## config.mk

```make
export PLATFORM = sky130hd
export DESIGN_NAME = bcd2bin
export DESIGN_NICKNAME = d
export VERILOG_FILES = /design/src/rtl/bcd2bin.sv
export SDC_FILE = /design/constraint.sdc
export NUM_CORES = 1
export LEC_CHECK = 0
export BUFFER_PORTS_ARGS = -buffer_cell sky130_fd_sc_hd__buf_2
export CORE_ASPECT_RATIO = 0.6
export CORE_MARGIN = 4
export CORE_UTILIZATION = 45
export DETAILED_ROUTE_END_ITERATION = 16
export PLACE_DENSITY = 0.65
export SLEW_MARGIN = 15
export SYNTH_ARGS = -nofsm -noshare
export SYNTH_HDL_FRONTEND = slang
export SYNTH_SLANG_ARGS = --single-unit
```

## constraint.sdc

```tcl
create_clock -name clk_i -period 4.6 [get_ports clk_i]
set_clock_uncertainty 0.2 [all_clocks]
set_input_delay 0.69 -clock clk_i [delete_from_list [all_inputs] [get_ports clk_i]]
set_output_delay 0.69 -clock clk_i [all_outputs]
set_load 0.005 [all_outputs]
```

## src/rtl/bcd2bin.sv

```systemverilog
// Sequential five-digit BCD to 16-bit binary converter.
// A reverse double-dabble datapath retires one binary bit per cycle, so a valid
// conversion takes 16 SHIFT cycles. Invalid digits skip straight to DONE.
// Results above 65535 saturate to 16'hFFFF and raise err_o.
module bcd2bin (
  input  logic        clk_i,
  input  logic        rst_ni,
  input  logic        start_i,
  input  logic [3:0]  uni_i,
  input  logic [3:0]  dec_i,
  input  logic [3:0]  cen_i,
  input  logic [3:0]  mil_i,
  input  logic [3:0]  mil10_i,
  output logic [15:0] bin_o,
  output logic        busy_o,
  output logic        done_o,
  output logic        err_o
);

  typedef enum logic [1:0] {StIdle, StShift, StDone} state_e;

  state_e      state_q, state_d;
  logic [19:0] bcd_q, bcd_d;
  logic [15:0] sr_q, sr_d;
  logic [3:0]  cnt_q, cnt_d;
  logic [15:0] bin_q, bin_d;
  logic        err_q, err_d;

  logic [19:0] digits;
  logic        digits_invalid;
  logic [19:0] bcd_step;
  logic [15:0] sr_step;

  assign digits = {mil10_i, mil_i, cen_i, dec_i, uni_i};

  // A digit is invalid when its nibble exceeds 9.
  always_comb begin
    digits_invalid = 1'b0;
    for (int i = 0; i < 5; i++) begin
      if (digits[4*i +: 4] > 4'd9) digits_invalid = 1'b1;
    end
  end

  // One reverse double-dabble step: shift right, then correct nibbles >= 8.
  always_comb begin
    logic [35:0] shifted;
    logic [3:0]  nib;
    shifted  = {bcd_q, sr_q} >> 1;
    sr_step  = shifted[15:0];
    bcd_step = shifted[35:16];
    for (int i = 0; i < 5; i++) begin
      nib = bcd_step[4*i +: 4];
      if (nib >= 4'd8) nib = nib - 4'd3;
      bcd_step[4*i +: 4] = nib;
    end
  end

  // Next-state and datapath update.
  always_comb begin
    state_d = state_q;
    bcd_d   = bcd_q;
    sr_d    = sr_q;
    cnt_d   = cnt_q;
    bin_d   = bin_q;
    err_d   = err_q;
    unique case (state_q)
      StIdle, StDone: begin
        if (start_i) begin
          bcd_d = digits;
          sr_d  = 16'h0000;
          cnt_d = 4'd0;
          if (digits_invalid) begin
            state_d = StDone;
            bin_d   = 16'h0000;
            err_d   = 1'b1;
          end else begin
            state_d = StShift;
          end
        end else begin
          state_d = StIdle;
        end
      end
      StShift: begin
        bcd_d = bcd_step;
        sr_d  = sr_step;
        cnt_d = cnt_q + 4'd1;
        if (cnt_q == 4'd15) begin
          state_d = StDone;
          // Any residue left in the BCD register means the value exceeded 16 bits.
          if (bcd_step == 20'h00000) begin
            bin_d = sr_step;
            err_d = 1'b0;
          end else begin
            bin_d = 16'hFFFF;
            err_d = 1'b1;
          end
        end
      end
      default: state_d = StIdle;
    endcase
  end

  // State and datapath registers with asynchronous clear.
  always_ff @(posedge clk_i or negedge rst_ni) begin
    if (!rst_ni) begin
      state_q <= StIdle;
      bcd_q   <= 20'h00000;
      sr_q    <= 16'h0000;
      cnt_q   <= 4'd0;
      bin_q   <= 16'h0000;
      err_q   <= 1'b0;
    end else begin
      state_q <= state_d;
      bcd_q   <= bcd_d;
      sr_q    <= sr_d;
      cnt_q   <= cnt_d;
      bin_q   <= bin_d;
      err_q   <= err_d;
    end
  end

  assign bin_o  = bin_q;
  assign err_o  = err_q;
  assign busy_o = (state_q == StShift);
  assign done_o = (state_q == StDone);

endmodule

```

# Word-level counts from Yosys, hierarchy flattened
# Index checks and enable logic that the tools add are counted.
[op_classes]
n_addsub = 6
multipliers = 0
div_mod_pow = 0
order_cmp = 10
eq_ne = 6
shift = 0
n_mux = 30
bitwise_logic = 0
n_reduce_logical = 6
[op_table]
columns = ["operator", "n"]
rows = [
  ["$mux 16", 5],
  ["$pmux 16 s2", 2],
  ["$pmux 20 s2", 1],
  ["$mux 4", 6],
  ["$gt 4x4->1 const B", 5],
  ["$logic_not 20->1", 1],
  ["$mux 20", 1],
  ["$ge 4x4->1 const B", 4],
  ["$sub 4x2->4 const B", 4],
  ["$mux 1", 9],
  ["$pmux 4 s2", 1],
  ["$mux 2", 3],
  ["$add 4x1->4 const B", 1],
  ["$eq 4x4->1 const B", 1],
  ["$ge 3x4->1 const B", 1],
  ["$ne 2x2->1 const B", 2],
  ["$pmux 2 s2", 1],
  ["$reduce_and 4->1", 1],
  ["$sub 3x2->4 const B", 1],
  ["$eq 2x1->1 const B", 1],
  ["$eq 2x2->1 const B", 1],
  ["$logic_not 2->1", 1],
  ["$ne 2x1->1 const B", 1],
  ["$pmux 1 s2", 1],
  ["other kinds (3)", 3],
]
[totals]
ff_bits = 59
latchBits = 0
mem_bits_rw = 0
romBits = 0
input_bits = 23
word_cells = 64
memories = 0

# Depth between registers and ports, before layout
[depth]
ltp_word = 9
mapped_depth = 9
mapped_depth_nobuf = 7

# Worst setup path before layout
# OpenSTA, ideal clock, no wires.
[synth_path]
path_kind = "reg-to-reg"
start = "reg bcd_q[1]"
end = "reg bin_q[10] (netlist: bin_o[10])"
setup_ns = 0.142
arrival_ns = 1.989
required_time_ns = 4.258
setup_slack_ns = 2.269
path_stages_with_launch = 10
path_buffers = 2
path_cell_list = "dfrtp_1 > inv_1 > ha_1 > nand4bb_1 > o21ai_0 > nand3_1 > or4_4 > buf_6 > buf_12 > a2bb2oi_2"
[synth_via]
elab_chain_len = 6
elab_cells_between_ends = 7
cone_classes = "add/sub (1); order compare (1); mux (4); reduce/logical (1)"
[synth_rtl]
columns = ["element", "line_no", "source"]
rows = [
  ["from (decl)", "23", "logic [19:0] bcd_q, bcd_d;"],
  ["from (signal assigned)", "107", "bcd_q <= 20'h00000;"],
  ["from (signal assigned)", "114", "bcd_q <= bcd_d;"],
  ["$sub 4x2->4 / $ge 4x4->1 (equally long branches)", "53", "if (nib >= 4'd8) nib = nib - 4'd3;"],
  ["$mux 4 *", "53", ""],
  ["$logic_not 20->1 *", "90", "if (bcd_step == 20'h00000) begin"],
  ["$mux 16 *", "90", ""],
  ["$mux 16 *", "87", "if (cnt_q == 4'd15) begin"],
  ["$pmux 16 s2 *", "66", "unique case (state_q)"],
  ["to (signal assigned)", "117", "bin_q <= bin_d;"],
  ["to (decl)", "26", "logic [15:0] bin_q, bin_d;"],
]
# Mark *: on every way between the ends. The rest lies on a longest branch, timed or not. The select of a mux whose other input is x is not followed.
# A chain may end at the register's enable or synchronous reset.

# Worst setup path after layout
[layout_path]
start = "reg cnt_q[0]"
end = "reg bin_q[2] (netlist: bin_o[2])"
[layout_via]
elab_chain_len = 3
[layout_rtl]
columns = ["element", "line_no", "source"]
rows = [
  ["from (decl)", "25", "logic [3:0] cnt_q, cnt_d;"],
  ["from (signal assigned)", "116", "cnt_q <= cnt_d;"],
  ["$eq 4x4->1", "87", ""],
  ["$ne 2x1->1 (no source line)", "n/a", ""],
  ["$reduce_and 4->1 (no source line)", "n/a", ""],
]
# No other way between the ends.

==> results.yml <==
run_status:
  outcome: "complete, no violations"
synth:
  synth_cell_type_count: 37
  async_reset_ff_share_pct: 100
  synthesis.nets: 301
  synth_area_leaders: "dfrtp_1, nand2_1, a22o_1"
  avgSynthCellArea_um2: 10.5
  synth_edf_count: 0
  synth_area_um2: 2820
  synth.yosys.seq_area_share_pct: 51.4
  synth_commonest_cells: "dfrtp_1, nand2_1, a22o_1, nor2_1, o21ai_0"
  synth_cells: 269
  yosys_warnings: 0
  yosysMostFrequentCell: "dfrtp_1"
  synth_largest_area_cell: "dfrtp_1"
  synth_top_area_share_pct: 51.4
  synthFlopType: "dfrtp_1"
  synth_seq_cells: 58
timing:
  final.min_clock_period_ps: 2680
  slew_headroom_pct: 35.6
  setup-tns-final_ps: 0
  fin_crit_sh_pct: 58.2
  hold_viol: 0
  rsz0062_at_grt: "false"
  max_freq_mhz: 374
  maxSlewViolCount: 0
  tightest_slew_ps: 964
  setup-violations-final: 0
drt:
  viasPerCell: 5.31
  drc: 0
  detailedRoute.firstPassIterationCount: 5
  drtIter0Drc: 142
  vias: 2103
  antenna_left: 0
  wl_per_cell_um: 15.4
  routed_wl_um: 6100
setup_path:
  ff2ff_setup_slack_ps: 1920
  cp-end-kind: "flip-flop"
  critical_path_class: "reg -> reg"
  start_kind: "flip-flop"
  r2r-end: "bin_o[2]$_DFFE_PN0P_"
  cp.required_ps: 4570
  cp_max_fo: 18
  rr_worst_depth: 5
  arrival_ps: 2640
  r2r-start: "cnt_q[0]$_DFFE_PN0P_"
place:
  placed_area_um2: 3070
  portBuffers: 41
  dp_hpwl_um: 4170
  dpl.cell_count: 380
  gp_congestion: 0.903
cells_and_area:
  design_area_um2: 3270
  fin_nets: 339
  antenna_cells: 0
  drive_gt1_share_pct: 24.4
  syn_to_final_growth_pct: 16.0
  final_cells: 396
  nFillCells: 519
grt:
  grt_pass1_wl_um: 10000
  track_usage_pct: 17.1
  grt_max_degree: 48
  grt-ovfl-total: 0
  grt_pass1_vias: 1939
  grt_antenna_before_repair: 0
cts:
  cts_made_buffers: 9
  cts_resized: 0
  cts_sinks: 58
  cts_buffer_depth: 2
  post_cts_buffers: 0
  clkTransAtPathRegs_ps: 60
  clock_latency_ps: 320
  htreeDepth: 3
  ctsHoldBuffers: 0
  cts_tree: "done"
  cts_root_buffer: "clkbuf_8"
pwr:
  powerDensity_nw_per_um2: 391
  ir_worst_vdd_uv: 127
  leakage_nw: 1.63
die:
  die_y_um: 69.4
  core_area_um2: 6080
  rows: 22
  chipWidth_um: 110
  start_util_pct: 46.4
  ios: 42
  dieArea_um2: 7650
worst_hold_path:
  hold_path.class: "in -> async"
flow_run:
  maxCapViolCount: 0
## placed cells by master (no fill, tap or decap)
| cell | synthesis | routed |
|---|---|---|
| o22ai_1 | 4 | 4 |
| and3_1 | 1 | 1 |
| o21a_1 | 1 | 1 |
| inv_2 | 2 | 2 |
| a2bb2oi_1 | 7 | 7 |
| o21ai_1 | 2 | 1 |
| nand2b_1 | 2 | 2 |
| a31oi_1 | 12 | 12 |
| or4_4 | 1 | 1 |
| nand3_1 | 2 | 2 |
| nand4bb_1 | 1 | 1 |
| clkinvlp_4 | 0 | 1 |
| clkbuf_8 | 0 | 11 |
| buf_4 | 0 | 5 |
| o21ai_2 | 0 | 1 |
| dfrtp_1 | 58 | 58 |
| nor2b_1 | 5 | 5 |
| clkinv_2 | 0 | 3 |
| bufinv_16 | 0 | 1 |
| a21oi_1 | 3 | 3 |
| nor4_2 | 1 | 1 |
| o32ai_1 | 1 | 1 |
| a22o_1 | 17 | 17 |
| a2bb2oi_2 | 9 | 9 |
| nor4_1 | 3 | 3 |
| xor2_1 | 5 | 5 |
| o21ai_0 | 14 | 14 |
| xnor2_1 | 5 | 5 |
| nor2_1 | 15 | 15 |
| o211ai_1 | 1 | 1 |
| nand4_1 | 2 | 2 |
| nand4b_1 | 2 | 2 |
| ha_1 | 9 | 9 |
| nand2_1 | 46 | 46 |
| buf_2 | 2 | 41 |
| a311oi_1 | 2 | 2 |
| o211a_1 | 4 | 4 |
| inv_1 | 9 | 9 |
| a22oi_1 | 4 | 4 |
## cell type report
class / instances / area (um2) / area share (%)
inverters: 11 / 41.3 / 1.26
flip-flops and latches: 58 / 1450 / 44.3
multi-input cells: 181 / 1230 / 37.5
clock inverters: 5 / 52.6 / 1.61
repair buffers: 46 / 243 / 7.42
well taps: 84 / 105 / 3.21
clock buffers: 11 / 151 / 4.63
## kinds of logic after synthesis
group / count (synthesis) / share of synthesized area, %
AOI/OAI and AO/OA: 81 / 23.1
buffers and inverters: 30 / 5.19
and+or+nand+nor: 81 / 13.2
adders and majority gates: 9 / 3.99
xor gates and xnor gates: 10 / 3.10
DFF: 58 / 51.4
## sequential cells by signal (all words and copies together), names as in the netlist
register and cells:
bcd_q 20, bin_o 16, sr_q 15, cnt_q 4, state_q 2, err_o 1
## where the power goes
group | internal, mW | total [mW] | switching [mW]
sequential | 0.550 | 0.608 | 0.0588
clock | 0.277 | 0.472 | 0.195
combinational | 0.0874 | 0.201 | 0.113
total | 0.914 | 1.28 | 0.367
## through the flow
stage	power, mW	setup slack, ps	hold slack [ps]	util [%]
6_report	1.28	1920	37.5	53.8
5_1_grt	1.36	1770	32.4	53.8
4_1_cts	1.30	1920	25.7	53.7
3_5_place_dp	0.817	1720	291	50.4
3_3_place_gp	0.813	1710	280	50.4
2_1_floorplan	0.755	2270	194	-
## how the worst max path moves through the flow
stage          slack, ps                    from               endpoint  cells after the start
3_3_place_gp        1710                mil_i[2]      err_o$_DFFE_PN0P_                      6
5_1_grt             1770  state_q[1]$_DFFE_PN0N_   bin_o[1]$_DFFE_PN0P_                      6
2_1_floorplan       2270    bcd_q[1]$_DFFE_PN0P_  bin_o[10]$_DFFE_PN0P_                      9
6_report            1920    cnt_q[0]$_DFFE_PN0P_   bin_o[2]$_DFFE_PN0P_                      5
4_1_cts             1920  state_q[1]$_DFFE_PN0N_   bin_o[2]$_DFFE_PN0P_                      6
3_5_place_dp        1720                mil_i[2]      err_o$_DFFE_PN0P_                      6
## per-layer routing
layer | up-vias | GRT usage, % | wire length (um)
met5 | - | 0 | 0
met4 | 0 | 6.01 | 73
met3 | 8 | 5.02 | 284
met2 | 45 | 21.5 | 2630
met1 | 1009 | 27.3 | 3110
li1 | 1041 | - | -
## critical path: stages (launching register included)
cell and delay [ps]:
dfrtp_1 410, ha_1 190, and3_1 190, nand2_1 470
or4_4 870, a2bb2oi_1 180
No activity file was read; power rests on OpenSTA's default activity.
